===== config.mk =====
export PLATFORM = sky130hd
export DESIGN_NAME = imem_loader
export DESIGN_NICKNAME = d
export VERILOG_FILES = /design/src/rtl/imem_loader.sv
export SDC_FILE = /design/constraint.sdc
export NUM_CORES = 1
export LEC_CHECK = 0
export ABC_AREA = 0
export BUFFER_PORTS_ARGS = -buffer_cell sky130_fd_sc_hd__buf_2
export CORE_MARGIN = 5
export CORE_UTILIZATION = 58
export CTS_BUF_LIST = sky130_fd_sc_hd__clkbuf_16
export CTS_CLUSTER_DIAMETER = 30
export CTS_CLUSTER_SIZE = 12
export DETAILED_ROUTE_END_ITERATION = 6
export HOLD_SLACK_MARGIN = 0.05
export PLACE_DENSITY = 0.76
export SLEW_MARGIN = 15
export SYNTH_ARGS = -nofsm -noshare
export SYNTH_HDL_FRONTEND = slang
export SYNTH_SLANG_ARGS = --single-unit
export TNS_END_PERCENT = 1

===== constraint.sdc =====
create_clock -name i_clk -period 2.3 [get_ports i_clk]
set_input_delay 0.115 -clock i_clk [delete_from_list [all_inputs] [get_ports i_clk]]
set_output_delay 0.115 -clock i_clk [all_outputs]
set_load 0.02 [all_outputs]

===== src/rtl/imem_loader.sv =====
// Boot loader: streams length, payload and checksum into instruction memory,
// optionally zero-fills the remainder, and holds the CPU until a good image lands.
module imem_loader #(
    parameter bit FILL_ZERO = 1'b1,
    parameter bit CHECK_SUM = 1'b1
) (
    input  logic       i_clk,
    input  logic       i_rst,
    input  logic       i_start,
    input  logic       i_in_valid,
    input  logic [7:0] i_in_data,
    output logic       o_in_ready,
    output logic       o_imem_we,
    output logic [7:0] o_imem_addr,
    output logic [7:0] o_imem_data,
    output logic       o_cpu_hold,
    output logic       o_done,
    output logic       o_error
);

    typedef enum logic [2:0] {
        S_IDLE, S_LEN, S_DATA, S_CSUM, S_FILL, S_DONE, S_ERR
    } state_t;

    state_t     r_state, w_next;
    logic [7:0] r_cnt, w_cnt;
    logic [7:0] r_last, w_last;
    logic [7:0] r_sum, w_sum;
    logic       r_we, w_we;
    logic [7:0] r_addr, w_addr;
    logic [7:0] r_data, w_data;
    logic       r_ready, r_done, r_error, r_hold;
    logic       w_xfer;

    assign w_xfer = i_in_valid && r_ready;

    always_comb begin
        w_next = r_state;
        w_cnt  = r_cnt;
        w_last = r_last;
        w_sum  = r_sum;
        w_we   = 1'b0;
        w_addr = r_addr;
        w_data = r_data;
        unique case (r_state)
            S_IDLE, S_DONE, S_ERR: begin
                if (i_start) begin
                    w_next = S_LEN;
                    w_cnt  = 8'd0;
                    w_sum  = 8'd0;
                end
            end
            S_LEN: begin
                // r_last holds N-1, so a length byte of 0 naturally means 256
                if (w_xfer) begin
                    w_last = i_in_data - 8'd1;
                    w_next = S_DATA;
                end
            end
            S_DATA: begin
                if (w_xfer) begin
                    w_we   = 1'b1;
                    w_addr = r_cnt;
                    w_data = i_in_data;
                    w_sum  = r_sum + i_in_data;
                    w_cnt  = r_cnt + 8'd1;
                    if (r_cnt == r_last)
                        w_next = S_CSUM;
                end
            end
            S_CSUM: begin
                if (w_xfer) begin
                    if (CHECK_SUM && (i_in_data != r_sum)) begin
                        w_next = S_ERR;
                    end else if (FILL_ZERO && (r_last != 8'hFF)) begin
                        // first fill write issues with the checksum accept
                        w_next = S_FILL;
                        w_we   = 1'b1;
                        w_addr = r_cnt;
                        w_data = 8'h00;
                    end else begin
                        w_next = S_DONE;
                    end
                end
            end
            S_FILL: begin
                if (r_addr == 8'hFF) begin
                    w_next = S_DONE;
                end else begin
                    w_we   = 1'b1;
                    w_addr = r_addr + 8'd1;
                    w_data = 8'h00;
                end
            end
            default: w_next = S_IDLE;
        endcase
    end

    always_ff @(posedge i_clk) begin
        if (i_rst) begin
            r_state <= S_IDLE;
            r_cnt   <= 8'd0;
            r_last  <= 8'd0;
            r_sum   <= 8'd0;
            r_we    <= 1'b0;
            r_addr  <= 8'd0;
            r_data  <= 8'd0;
            r_ready <= 1'b0;
            r_done  <= 1'b0;
            r_error <= 1'b0;
            r_hold  <= 1'b1;
        end else begin
            r_state <= w_next;
            r_cnt   <= w_cnt;
            r_last  <= w_last;
            r_sum   <= w_sum;
            r_we    <= w_we;
            r_addr  <= w_addr;
            r_data  <= w_data;
            r_ready <= (w_next == S_LEN) || (w_next == S_DATA)
                    || (w_next == S_CSUM);
            r_done  <= (w_next == S_DONE);
            r_error <= (w_next == S_ERR);
            r_hold  <= (w_next != S_DONE);
        end
    end

    assign o_in_ready  = r_ready;
    assign o_imem_we   = r_we;
    assign o_imem_addr = r_addr;
    assign o_imem_data = r_data;
    assign o_done      = r_done;
    assign o_error     = r_error;
    assign o_cpu_hold  = r_hold;

endmodule


==> results of run 1 <==
[cell type report]
cell class	count	area share
tap	54	0.0216
sequential	48	0.308
inverter	8	0.00962
multi-input combinational	253	0.544
clock buffer	5	0.0401
clock inverter	3	0.00361
timing repair buffer	41	0.0729
[kinds of logic (layout without fill, tap and decap cells)]
| logic type | Yosys count | in the layout | share of synthesized area |
|---|---|---|---|
| adder cells (fa/ha/maj) | 12 | 12 | 0.0559 |
| AND/OR/NAND/NOR | 120 | 120 | 0.222 |
| flip-flops | 48 | 48 | 0.346 |
| AO/OA/AOI/OAI | 94 | 94 | 0.246 |
| XOR/XNOR | 26 | 26 | 0.0820 |
| buffers and inverters | 27 | 57 | 0.0442 |
| multiplexers | 1 | 1 | 0.00361 |
[through the flow]
step	util	hold slack [ns]
after floorplan	-	0.205
after global placement	0.635	0.396
after detailed placement	0.635	0.400
after CTS	0.664	0.103
after global routing	0.665	0.117
final	0.665	0.0999
[synthesized netlist by cell type, types with 3 or more instances]
master and n:
dfxtp_1 48, nor2_1 35, a21oi_1 26, nand2_1 20, xor2_1 16, nand3_1 13
a211oi_1 11, ha_1 10, nand4_1 10, xnor2_1 10, clkbuf_1 9, nor3_1 9
buf_2 8, inv_1 8, o21ai_1 8, and3_1 5, a22oi_1 4, nand2b_1 4
nor4_1 4, o211ai_1 4, o21ai_0 4, o31ai_1 4, a311oi_1 3, and2_1 3
nor2b_1 3, o2111ai_1 3, o211a_1 3, o311ai_1 3
[worst max-delay path, stage by stage (launching register included)]
cell      delay, ns
dfxtp_1        0.31
ha_1           0.35
nor4_2         0.37
nand3_1        0.18
o21a_2         0.33
o311ai_1       0.34
o31ai_1        0.13
[how the worst max path moves through the flow]
| stage | endpoint | slack (ns) | cells past startpoint |
|---|---|---|---|
| after floorplan | o_imem_addr[6]$_SDFFE_PP0P_ | 0.31 | 7 |
| after global placement | o_imem_addr[6]$_SDFFE_PP0P_ | 0.24 | 6 |
| after detailed placement | o_imem_addr[2]$_SDFFE_PP0P_ | 0.14 | 6 |
| after CTS | o_imem_addr[5]$_SDFFE_PP0P_ | 0.06 | 6 |
| after global routing | o_imem_addr[7]$_SDFFE_PP0P_ | 0.05 | 6 |
| final | o_imem_addr[5]$_SDFFE_PP0P_ | 0.15 | 6 |
[registers in the layout, summed over array words and instances, names as in the netlist, 3 cells and up]
| name | cells |
|---|---|
| r_state | 3 |
| o_imem_addr | 8 |
| r_last | 8 |
| o_imem_data | 8 |
| r_sum | 8 |
| r_cnt | 8 |
[per-layer routing]
layer,up-vias,GRT usage
met1,1230,0.327
met2,62,0.347
li1,1280,-
met3,6,0.0420
met5,-,0
met4,0,0.0498
[repair_timing]
item                                    in CTS  in global routing
hold endpoints to repair                     0                  0
endpoints found under the setup margin       0                  3
gates resized for setup                      0                  2
[cells in the final DEF, fill, tap and decap left out, types with 3 or more instances in the layout]
cell type,synthesis,layout
buf_2,8,32
o211ai_1,4,4
o21ai_1,8,8
nor4_1,4,4
nand2b_1,4,4
nor2_1,35,35
nand3_1,13,13
and3_1,5,5
a22oi_1,4,4
a311oi_1,3,3
ha_1,10,10
o211a_1,3,3
buf_4,1,9
a21oi_1,26,26
nand2_1,20,20
clkbuf_16,0,5
dfxtp_1,48,48
nor2b_1,3,3
xnor2_1,10,10
and2_1,3,3
inv_1,8,10
nor3_1,9,8
nand4_1,10,10
o311ai_1,3,3
o31ai_1,4,4
xor2_1,16,16
o2111ai_1,3,3
o21ai_0,4,4
a211oi_1,11,11
[power breakdown]
group	internal (W)	switching (W)	total, W	leakage (nW)
clock network	0.000391	0.000288	0.000679	0.0738
logic	0.000101	0.000180	0.000282	0.803
registers	0.000854	0.0000176	0.000872	0.388
==> impl_metrics.sql, run 1 <==
INSERT INTO impl_metrics (metric_group, metric, value, unit) VALUES
('logic_synthesis', 'yosysTopAreaCell', 'dfxtp_1', ''),
('critical_path', 'reg2reg_slack', '0.15', 'ns'),
('cts', 'numClockSinks', '48', ''),
('power', 'post-layout-total-power', '0.00183', 'W'),
('logic_synthesis', 'ys_seq_elements', '48', ''),
('critical_path', 'worst-path-max-fanout', '12', ''),
('floorplan', 'dieArea', '6270', 'um^2'),
('sta', 'report.final.slew_viol_count', '0', ''),
('cts', 'clk_pin_slew', '0.06', 'ns'),
('placed_design', 'place_hpwl', '4940', 'um'),
('layout', 'final_cell_area', '3120', 'um^2'),
('floorplan', 'design.portCount', '33', ''),
('grt', 'overflow', '0', ''),
('grt', 'vias_in_the_first_global_route', '2302', ''),
('logic_synthesis', 'synth-main-ff-cell', 'dfxtp_1', ''),
('floorplan', 'die-width', '79.2', 'um'),
('cts', 'numCtsBuffers', '5', ''),
('critical_path', 'timing.rr.start', 'r_sum[2]$_SDFFE_PP0P_', ''),
('critical_path', 'setup.worst_path.start', 'r_sum[2]$_SDFFE_PP0P_', ''),
('sta', 'final_hold_vios', '0', ''),
('sta', 'setup_repair_after_global_routing_missed_its_margin', 'no', ''),
('route', 'antenna_left', '0', ''),
('sta', 'fin_setup_tns', '0', 'ns'),
('layout', 'finish.cell_count_without_fillers', '412', ''),
('grt', 'pin_count_of_the_biggest_net_entering_global_routing', '31', ''),
('cts', 'clock_latency', '0.28', 'ns'),
('route', 'postRouteWirelength', '6830', 'um'),
('power', 'peak_supply_drop', '0.000336', 'V'),
('placed_design', 'io_buffer_count', '32', ''),
('layout', 'layout.area.seq', '961', 'um^2'),
('critical_path', 'regToRegEndpoint', 'o_imem_addr[5]$_SDFFE_PP0P_', ''),
('cts', 'tritoncts', 'built', ''),
('floorplan', 'core_area', '4690', 'um^2'),
('floorplan', 'die_y', '79.2', 'um'),
('sta', 'tightest_slew', '0.758', 'ns'),
('sta', 'slew-limit-headroom', '0.492', ''),
('logic_synthesis', 'synth_seq_area_share', '0.346', ''),
('placed_design', 'globalplace.congestion', '0.910', ''),
('outcome', 'outcome', 'finished, final reports clean', ''),
('floorplan', 'floorplan.rows', '25', ''),
('layout', 'area_growth', '12.4', '%'),
('layout', 'antenna_cells', '0', ''),
('logic_synthesis', 'synthesis.instances', '328', ''),
('layout', 'drive_gt1_frac', '0.165', ''),
('power', 'powerDensity', '587', 'nW/um^2'),
('route', 'route.detailed.vias_per_inst', '6.26', ''),
('logic_synthesis', 'synth.area.top_cells', 'dfxtp_1, xor2_1, nor2_1, a21oi_1, ha_1', ''),
('logic_synthesis', 'synth.net_count', '351', ''),
('placed_design', 'dpl.cell_count', '404', ''),
('sta', 'finalCritPeriodShare', '0.936', ''),
('grt', 'groute.usage.overall', '0.226', ''),
('logic_synthesis', 'syn-cell-area', '2780', 'um^2'),
('cts', 'clock-root-buffer', 'clkbuf_16', ''),
('sta', 'finalCriticalPeriod', '2.15', 'ns'),
('layout', 'filler_cell_count', '402', ''),
('worst_hold_path', 'hold_path.startpoint', 'i_in_data[0]', ''),
('critical_path', 'r2r.worst_path.cells', '6', ''),
('worst_hold_path', 'worstHoldPathType', 'input pin to flop', ''),
('grt', 'grt_pass1_wl', '11300', 'um'),
('grt', 'antenna_found_initial', '0', ''),
('logic_synthesis', 'yosysWarningCount', '0', ''),
('placed_design', 'detailedPlace.worstSlack', '0.139', 'ns'),
('placed_design', 'dpl-instance-area', '2980', 'um^2'),
('route', 'dr.first_iter.drc_count', '227', ''),
('critical_path', 'cp_data_required_time', '2.45', 'ns'),
('route', 'wl_met2', '3230', 'um'),
('cts', 'htree_levels', '2', ''),
('logic_synthesis', 'synth_edf_count', '0', ''),
('route', 'avgRoutedWirePerCell', '16.6', 'um'),
('layout', 'finish.net_count', '380', ''),
('critical_path', 'cp_data_arrival_time', '2.30', 'ns');
No activity file was read; power rests on OpenSTA's default activity.
==> run 2: changes to the inputs <==
--- a/config.mk
+++ b/config.mk
@@ -8,13 +8,13 @@
 export ABC_AREA = 0
 export BUFFER_PORTS_ARGS = -buffer_cell sky130_fd_sc_hd__buf_2
 export CORE_MARGIN = 5
-export CORE_UTILIZATION = 58
+export CORE_UTILIZATION = 40
 export CTS_BUF_LIST = sky130_fd_sc_hd__clkbuf_16
 export CTS_CLUSTER_DIAMETER = 30
 export CTS_CLUSTER_SIZE = 12
 export DETAILED_ROUTE_END_ITERATION = 6
 export HOLD_SLACK_MARGIN = 0.05
-export PLACE_DENSITY = 0.76
+export PLACE_DENSITY = 0.55
 export SLEW_MARGIN = 15
 export SYNTH_ARGS = -nofsm -noshare
 export SYNTH_HDL_FRONTEND = slang
==> run 2 against run 1 <==
Against the previous run: register-to-register slack about the same; count of clock-buffer cells in the layout is the same; sequential share of layout area shrank 0.75 points; worst hold slack improved by 0.0097 ns; global-route usage down 5.1 points; power increased by 8.0%; core utilization is 19 points lower; design area up 2.5%; clock skew grew 0.0017 ns; combinational power about the same; non-clock buffer count is 2 higher; critical path type unchanged; critical endpoint is now o_imem_addr[0]$_SDFFE_PP0P_; largest cell class unchanged; highest routed layer unchanged.
==> impl_metrics.sql, run 2 (same netlist as run 1, synthesis figures left out) <==
INSERT INTO impl_metrics (metric_group, metric, value, unit) VALUES
('worst_hold_path', 'holdPathStages', '2', ''),
('power', 'leakage', '1.28', 'nW'),
('route', 'first_pass_iters', '4', ''),
('critical_path', 'reg2reg_slack', '0.16', 'ns'),
('floorplan', 'die-width', '93.3', 'um'),
('critical_path', 'setup.worst_path.class', 'flop to flop', ''),
('cts', 'clock-root-buffer', 'clkbuf_16', ''),
('floorplan', 'die_y', '93.3', 'um'),
('cts', 'htree_levels', '2', ''),
('grt', 'groute.usage.overall', '0.175', ''),
('sta', 'final_hold_vios', '0', ''),
('worst_hold_path', 'worstHoldPathType', 'input pin to flop', ''),
('sta', 'slew-limit-headroom', '0.502', ''),
('layout', 'filler_cell_count', '670', ''),
('route', 'antenna_left', '0', ''),
('sta', 'clock_skew', '0.00609', 'ns'),
('cts', 'clk_pin_slew', '0.07', 'ns'),
('route', 'met3RoutedLength', '354', 'um'),
('sta', 'max_freq', '0.466', 'GHz'),
('cts', 'cts_setup_buffers', '0', ''),
('cts', 'postCtsResizedCells', '0', ''),
('route', 'postRouteWirelength', '7220', 'um'),
('grt', 'antenna_found_initial', '0', ''),
('worst_hold_path', 'hold_path.startpoint', 'i_in_data[0]', ''),
('layout', 'finish.net_count', '382', ''),
('sta', 'report.final.slew_viol_count', '0', ''),
('grt', 'vias_in_the_first_global_route', '2376', ''),
('layout', 'antenna_cells', '0', ''),
('floorplan', 'design.portCount', '33', ''),
('sta', 'finalCritPeriodShare', '0.932', ''),
('layout', 'most-common-layout-cells', 'dfxtp_1, nor2_1, buf_2, a21oi_1, nand2_1', ''),
('critical_path', 'timing.critical_path.to_type', 'flop', ''),
('cts', 'cts-root-to-sink-buffers', '2', ''),
('cts', 'numCtsBuffers', '5', ''),
('layout', 'area_growth', '15.2', '%'),
('critical_path', 'cp_data_arrival_time', '2.34', 'ns'),
('sta', 'fin_setup_tns', '0', 'ns'),
('route', 'via_count', '2509', ''),
('outcome', 'outcome', 'finished, final reports clean', ''),
('route', 'remaining_drc_errors', '0', ''),
('power', 'peak_supply_drop', '0.000401', 'V'),
('floorplan', 'core_area', '6760', 'um^2'),
('route', 'wl_met2', '3390', 'um'),
('route', 'route.detailed.vias_per_inst', '5.70', ''),
('power', 'powerDensity', '619', 'nW/um^2'),
('route', 'dr.first_iter.drc_count', '119', ''),
('layout', 'layout.core_utilization', '0.474', ''),
('critical_path', 'worst-path-max-fanout', '7', ''),
('route', 'top_signal_layer_used', 'met4', ''),
('grt', 'grt_pass1_wl', '12300', 'um'),
('layout', 'final_common_cell', 'dfxtp_1', ''),
('floorplan', 'floorplan.rows', '30', ''),
('sta', 'setup_repair_after_global_routing_missed_its_margin', 'no', ''),
('placed_design', 'place_hpwl', '5310', 'um'),
('route', 'met1_length', '3400', 'um'),
('placed_design', 'globalplace.congestion', '0.843', ''),
('cts', 'clock_latency', '0.29', 'ns'),
('cts', 'numClockSinks', '48', ''),
('critical_path', 'cp-start-kind', 'flop', ''),
('cts', 'cts_hold_repair.buffers', '0', ''),
('sta', 'setup_viol_count_final', '0', ''),
('critical_path', 'r2r.worst_path.cells', '6', ''),
('grt', 'pin_count_of_the_biggest_net_entering_global_routing', '27', ''),
('floorplan', 'initial_core_utilization', '0.411', ''),
('critical_path', 'timing.rr.start', 'r_sum[1]$_SDFFE_PP0P_', ''),
('cts', 'tritoncts', 'built', ''),
('worst_hold_path', 'end_point_of_the_worst_hold_path', 'r_last[0]$_SDFFE_PP0P_', ''),
('placed_design', 'io_buffer_count', '32', ''),
('layout', 'drive_gt1_frac', '0.175', ''),
('critical_path', 'cp_data_required_time', '2.50', 'ns'),
('job', 'cap_violations', '0', ''),
('sta', 'finalCriticalPeriod', '2.14', 'ns'),
('sta', 'tightest_slew', '0.744', 'ns'),
('route', 'avgRoutedWirePerCell', '16.4', 'um'),
('grt', 'overflow', '0', ''),
('critical_path', 'regToRegEndpoint', 'o_imem_addr[0]$_SDFFE_PP0P_', ''),
('floorplan', 'dieArea', '8710', 'um^2');
## run 2: changes by cell type in the layout (fill, tap and decap cells not counted), sizes merged
cell      change
clkinvlp      +1
bufinv        +1
buf           +2
inv           -2
## run 2: worst max-delay path by stage
stage                             endpoint  cells after the start                  start  slack [ns]
6_report       o_imem_addr[0]$_SDFFE_PP0P_                      6  r_sum[1]$_SDFFE_PP0P_        0.16
5_1_grt        o_imem_addr[0]$_SDFFE_PP0P_                      6  r_sum[1]$_SDFFE_PP0P_       0.008
4_1_cts        o_imem_addr[0]$_SDFFE_PP0P_                      6  r_sum[4]$_SDFFE_PP0P_        0.15
3_5_place_dp   o_imem_addr[0]$_SDFFE_PP0P_                      6  r_sum[4]$_SDFFE_PP0P_        0.17
3_3_place_gp   o_imem_addr[0]$_SDFFE_PP0P_                      6  r_sum[2]$_SDFFE_PP0P_        0.22
2_1_floorplan  o_imem_addr[6]$_SDFFE_PP0P_                      7  r_sum[2]$_SDFFE_PP0P_        0.31
## run 2: where the power goes
part | switching (W) | internal (W)
registers | 0.0000170 | 0.000854
clock network | 0.000316 | 0.000511
logic | 0.000180 | 0.000102
total | 0.000513 | 0.00147
## run 2: cell type report
type	instances	area (um^2)	share of cell area
Multi-Input combinational cell	253	1700	0.531
Sequential cell	48	961	0.300
Timing Repair Buffer	43	243	0.0759
Clock buffer	5	125	0.0391
Tap cell	80	100	0.0313
Clock inverter	3	42.5	0.0133
Inverter	8	30.0	0.00939
## run 2: through the flow
stage               instances  total power [W]  hold WS [ns]  setup slack, ns  cell area, um^2
floorplan                 328          0.00108         0.205            0.312             2780
global placement          432          0.00117         0.411            0.219             3030
detailed placement        432          0.00117         0.411            0.174             3030
CTS                       440          0.00201         0.104            0.149             3190
global route              440          0.00208         0.122          0.00807             3200
finish                    440          0.00198         0.110            0.156             3200
## run 2: layer usage
layer  up-vias  GRT usage
met5         -          0
met4         0     0.0440
met3         7     0.0330
met2        65      0.285
met1      1160      0.237
li1       1277          -
## run 2: worst max-delay path, cell delays in order (launching register included)
cell      delay [ns]
dfxtp_1         0.39
ha_1            0.27
nor4_2          0.41
nand3_1         0.18
o21ai_2         0.35
nand2_4         0.15
o311ai_2        0.29
==> run 3: changes to the inputs <==
--- a/config.mk
+++ b/config.mk
@@ -7,14 +7,16 @@
 export LEC_CHECK = 0
 export ABC_AREA = 0
 export BUFFER_PORTS_ARGS = -buffer_cell sky130_fd_sc_hd__buf_2
+export CELL_PAD_IN_SITES_DETAIL_PLACEMENT = 0
+export CELL_PAD_IN_SITES_GLOBAL_PLACEMENT = 1
 export CORE_MARGIN = 5
-export CORE_UTILIZATION = 40
+export CORE_UTILIZATION = 44
 export CTS_BUF_LIST = sky130_fd_sc_hd__clkbuf_16
 export CTS_CLUSTER_DIAMETER = 30
 export CTS_CLUSTER_SIZE = 12
 export DETAILED_ROUTE_END_ITERATION = 6
-export HOLD_SLACK_MARGIN = 0.05
-export PLACE_DENSITY = 0.55
+export HOLD_SLACK_MARGIN = 0.1
+export PLACE_DENSITY = 0.77
 export SLEW_MARGIN = 15
 export SYNTH_ARGS = -nofsm -noshare
 export SYNTH_HDL_FRONTEND = slang
==> run 3 against run 2 <==
Against the previous run: largest cell class unchanged; clock skew up 0.0013 ns; first-iteration DRC count is 4.2% lower; routed wire length barely moved; register-to-register slack improved by 0.04 ns; fmax up 2.1%; flip-flop and latch count did not move; sequential share of layout area shrank 0.059 points; largest power group unchanged.
==> impl_metrics.sql, run 3 (same netlist as run 1, synthesis figures left out) <==
INSERT INTO impl_metrics (metric_group, metric, value, unit) VALUES
('power', 'peak_supply_drop', '0.000364', 'V'),
('sta', 'finalCriticalPeriod', '2.10', 'ns'),
('floorplan', 'design.portCount', '33', ''),
('sta', 'final_hold_vios', '0', ''),
('floorplan', 'die-width', '89.4', 'um'),
('route', 'via_count', '2539', ''),
('cts', 'cts_setup_buffers', '0', ''),
('sta', 'setup_viol_count_final', '0', ''),
('job', 'cap_violations', '0', ''),
('sta', 'fin_setup_tns', '0', 'ns'),
('route', 'first_pass_iters', '4', ''),
('route', 'postRouteWirelength', '7210', 'um'),
('placed_design', 'io_buffer_count', '32', ''),
('critical_path', 'worst-path-max-fanout', '10', ''),
('placed_design', 'dpl.cell_count', '431', ''),
('grt', 'groute.usage.overall', '0.192', ''),
('layout', 'layout.core_utilization', '0.514', ''),
('critical_path', 'cp_cell_sequence', 'ha_1, and3_1, a41oi_2, or2_1, buf_4, nand2_4, o311ai_2', ''),
('cts', 'numCtsBuffers', '5', ''),
('grt', 'overflow', '0', ''),
('cts', 'clock_latency', '0.29', 'ns'),
('power', 'leakage', '1.29', 'nW'),
('layout', 'finish.cell_count_without_fillers', '439', ''),
('cts', 'cts-root-to-sink-buffers', '2', ''),
('route', 'remaining_drc_errors', '0', ''),
('cts', 'tritoncts', 'built', ''),
('route', 'antenna_left', '0', ''),
('sta', 'setup_repair_after_global_routing_missed_its_margin', 'no', ''),
('route', 'route.detailed.vias_per_inst', '5.78', ''),
('sta', 'tightest_slew', '0.541', 'ns'),
('critical_path', 'critical-path-max-stage-delay', '0.38', 'ns'),
('sta', 'report.final.slew_viol_count', '0', ''),
('layout', 'area_growth', '15.5', '%'),
('critical_path', 'cp_data_required_time', '2.50', 'ns'),
('grt', 'grt_pass1_wl', '12000', 'um'),
('route', 'dr.first_iter.drc_count', '114', ''),
('cts', 'cts_hold_repair.buffers', '0', ''),
('floorplan', 'floorplan.rows', '29', ''),
('power', 'powerDensity', '621', 'nW/um^2'),
('sta', 'finalCritPeriodShare', '0.913', ''),
('layout', 'final_common_cell', 'dfxtp_1', ''),
('route', 'avgRoutedWirePerCell', '16.4', 'um'),
('layout', 'multi_input_comb_area', '1690', 'um^2'),
('grt', 'vias_in_the_first_global_route', '2484', ''),
('power', 'post-layout-total-power', '0.00199', 'W'),
('outcome', 'outcome', 'finished, final reports clean', ''),
('floorplan', 'die_y', '89.4', 'um'),
('layout', 'antenna_cells', '0', ''),
('cts', 'clock-root-buffer', 'clkbuf_16', ''),
('cts', 'clk_pin_slew', '0.07', 'ns'),
('critical_path', 'cp-start-kind', 'flop', ''),
('worst_hold_path', 'worstHoldPathType', 'input pin to flop', ''),
('layout', 'most-common-layout-cells', 'dfxtp_1, nor2_1, buf_2, a21oi_1, nand2_1', ''),
('sta', 'max_freq', '0.476', 'GHz'),
('critical_path', 'slowest_stage', 'dfxtp_1', ''),
('layout', 'layout.area.seq', '961', 'um^2'),
('layout', 'finish.net_count', '384', ''),
('placed_design', 'place_hpwl', '5350', 'um'),
('layout', 'filler_cell_count', '606', ''),
('floorplan', 'dieArea', '8000', 'um^2'),
('grt', 'pin_count_of_the_biggest_net_entering_global_routing', '27', ''),
('critical_path', 'timing.critical_path.to_type', 'flop', ''),
('sta', 'slew-limit-headroom', '0.639', ''),
('critical_path', 'cp_data_arrival_time', '2.30', 'ns'),
('floorplan', 'core_area', '6240', 'um^2'),
('cts', 'postCtsResizedCells', '0', ''),
('layout', 'drive_gt1_frac', '0.174', ''),
('sta', 'clock_skew', '0.00738', 'ns'),
('cts', 'numClockSinks', '48', ''),
('placed_design', 'globalplace.congestion', '0.788', ''),
('floorplan', 'initial_core_utilization', '0.445', ''),
('cts', 'htree_levels', '2', ''),
('critical_path', 'setup.worst_path.class', 'flop to flop', ''),
('grt', 'antenna_found_initial', '0', '');
-- run 3: layout make-up --
cell class                 count  share of cell area
clock buffer                   5              0.0390
clock inverter                 3              0.0133
inverter                       8             0.00937
multi-input combinational    253               0.528
sequential                    48               0.300
tap                           77              0.0301
timing repair buffer          45              0.0804
-- run 3: critical path: cells and delay by family, from the launching register on --
family / cells / cell delay (ns)
and+or+nand+nor: 3 / 0.62
AOI/OAI and AO/OA: 2 / 0.50
adders and majority gates: 1 / 0.27
buffers and inverters: 1 / 0.24
DFF: 1 / 0.38
-- run 3: metrics by stage --
stage | hold WS, ns | worst slack, ns | instance area [um^2]
5_1_grt | 0.130 | 0.0403 | 3210
3_3_place_gp | 0.415 | 0.279 | 3040
4_1_cts | 0.111 | 0.204 | 3210
6_report | 0.120 | 0.201 | 3210
3_5_place_dp | 0.422 | 0.222 | 3040
2_1_floorplan | 0.205 | 0.312 | 2780
-- run 3: final timing paths --
check	start	endpoint	slack (ns)	cells after the start
min reg2reg	r_sum[2]$_SDFFE_PP0P_	r_sum[2]$_SDFFE_PP0P_	0.46	2
max	o_imem_addr[0]$_SDFFE_PP0P_	o_imem_addr[0]$_SDFFE_PP0P_	0.20	7
min	i_in_data[0]	r_last[0]$_SDFFE_PP0P_	0.12	2
max reg2reg	o_imem_addr[0]$_SDFFE_PP0P_	o_imem_addr[0]$_SDFFE_PP0P_	0.20	7
-- run 3: per-layer routing --
layer  GRT usage  share of wire
met2       0.331           0.47
met1       0.239           0.47
met5           0              0
met3      0.0295          0.041
met4      0.0798          0.022
-- run 3: power breakdown --
part           leakage [nW]  total (W)  switching (W)  internal, W
Sequential            0.388   0.000871      0.0000177     0.000854
Combinational         0.821   0.000283       0.000177     0.000106
Clock                0.0814   0.000836       0.000324     0.000511
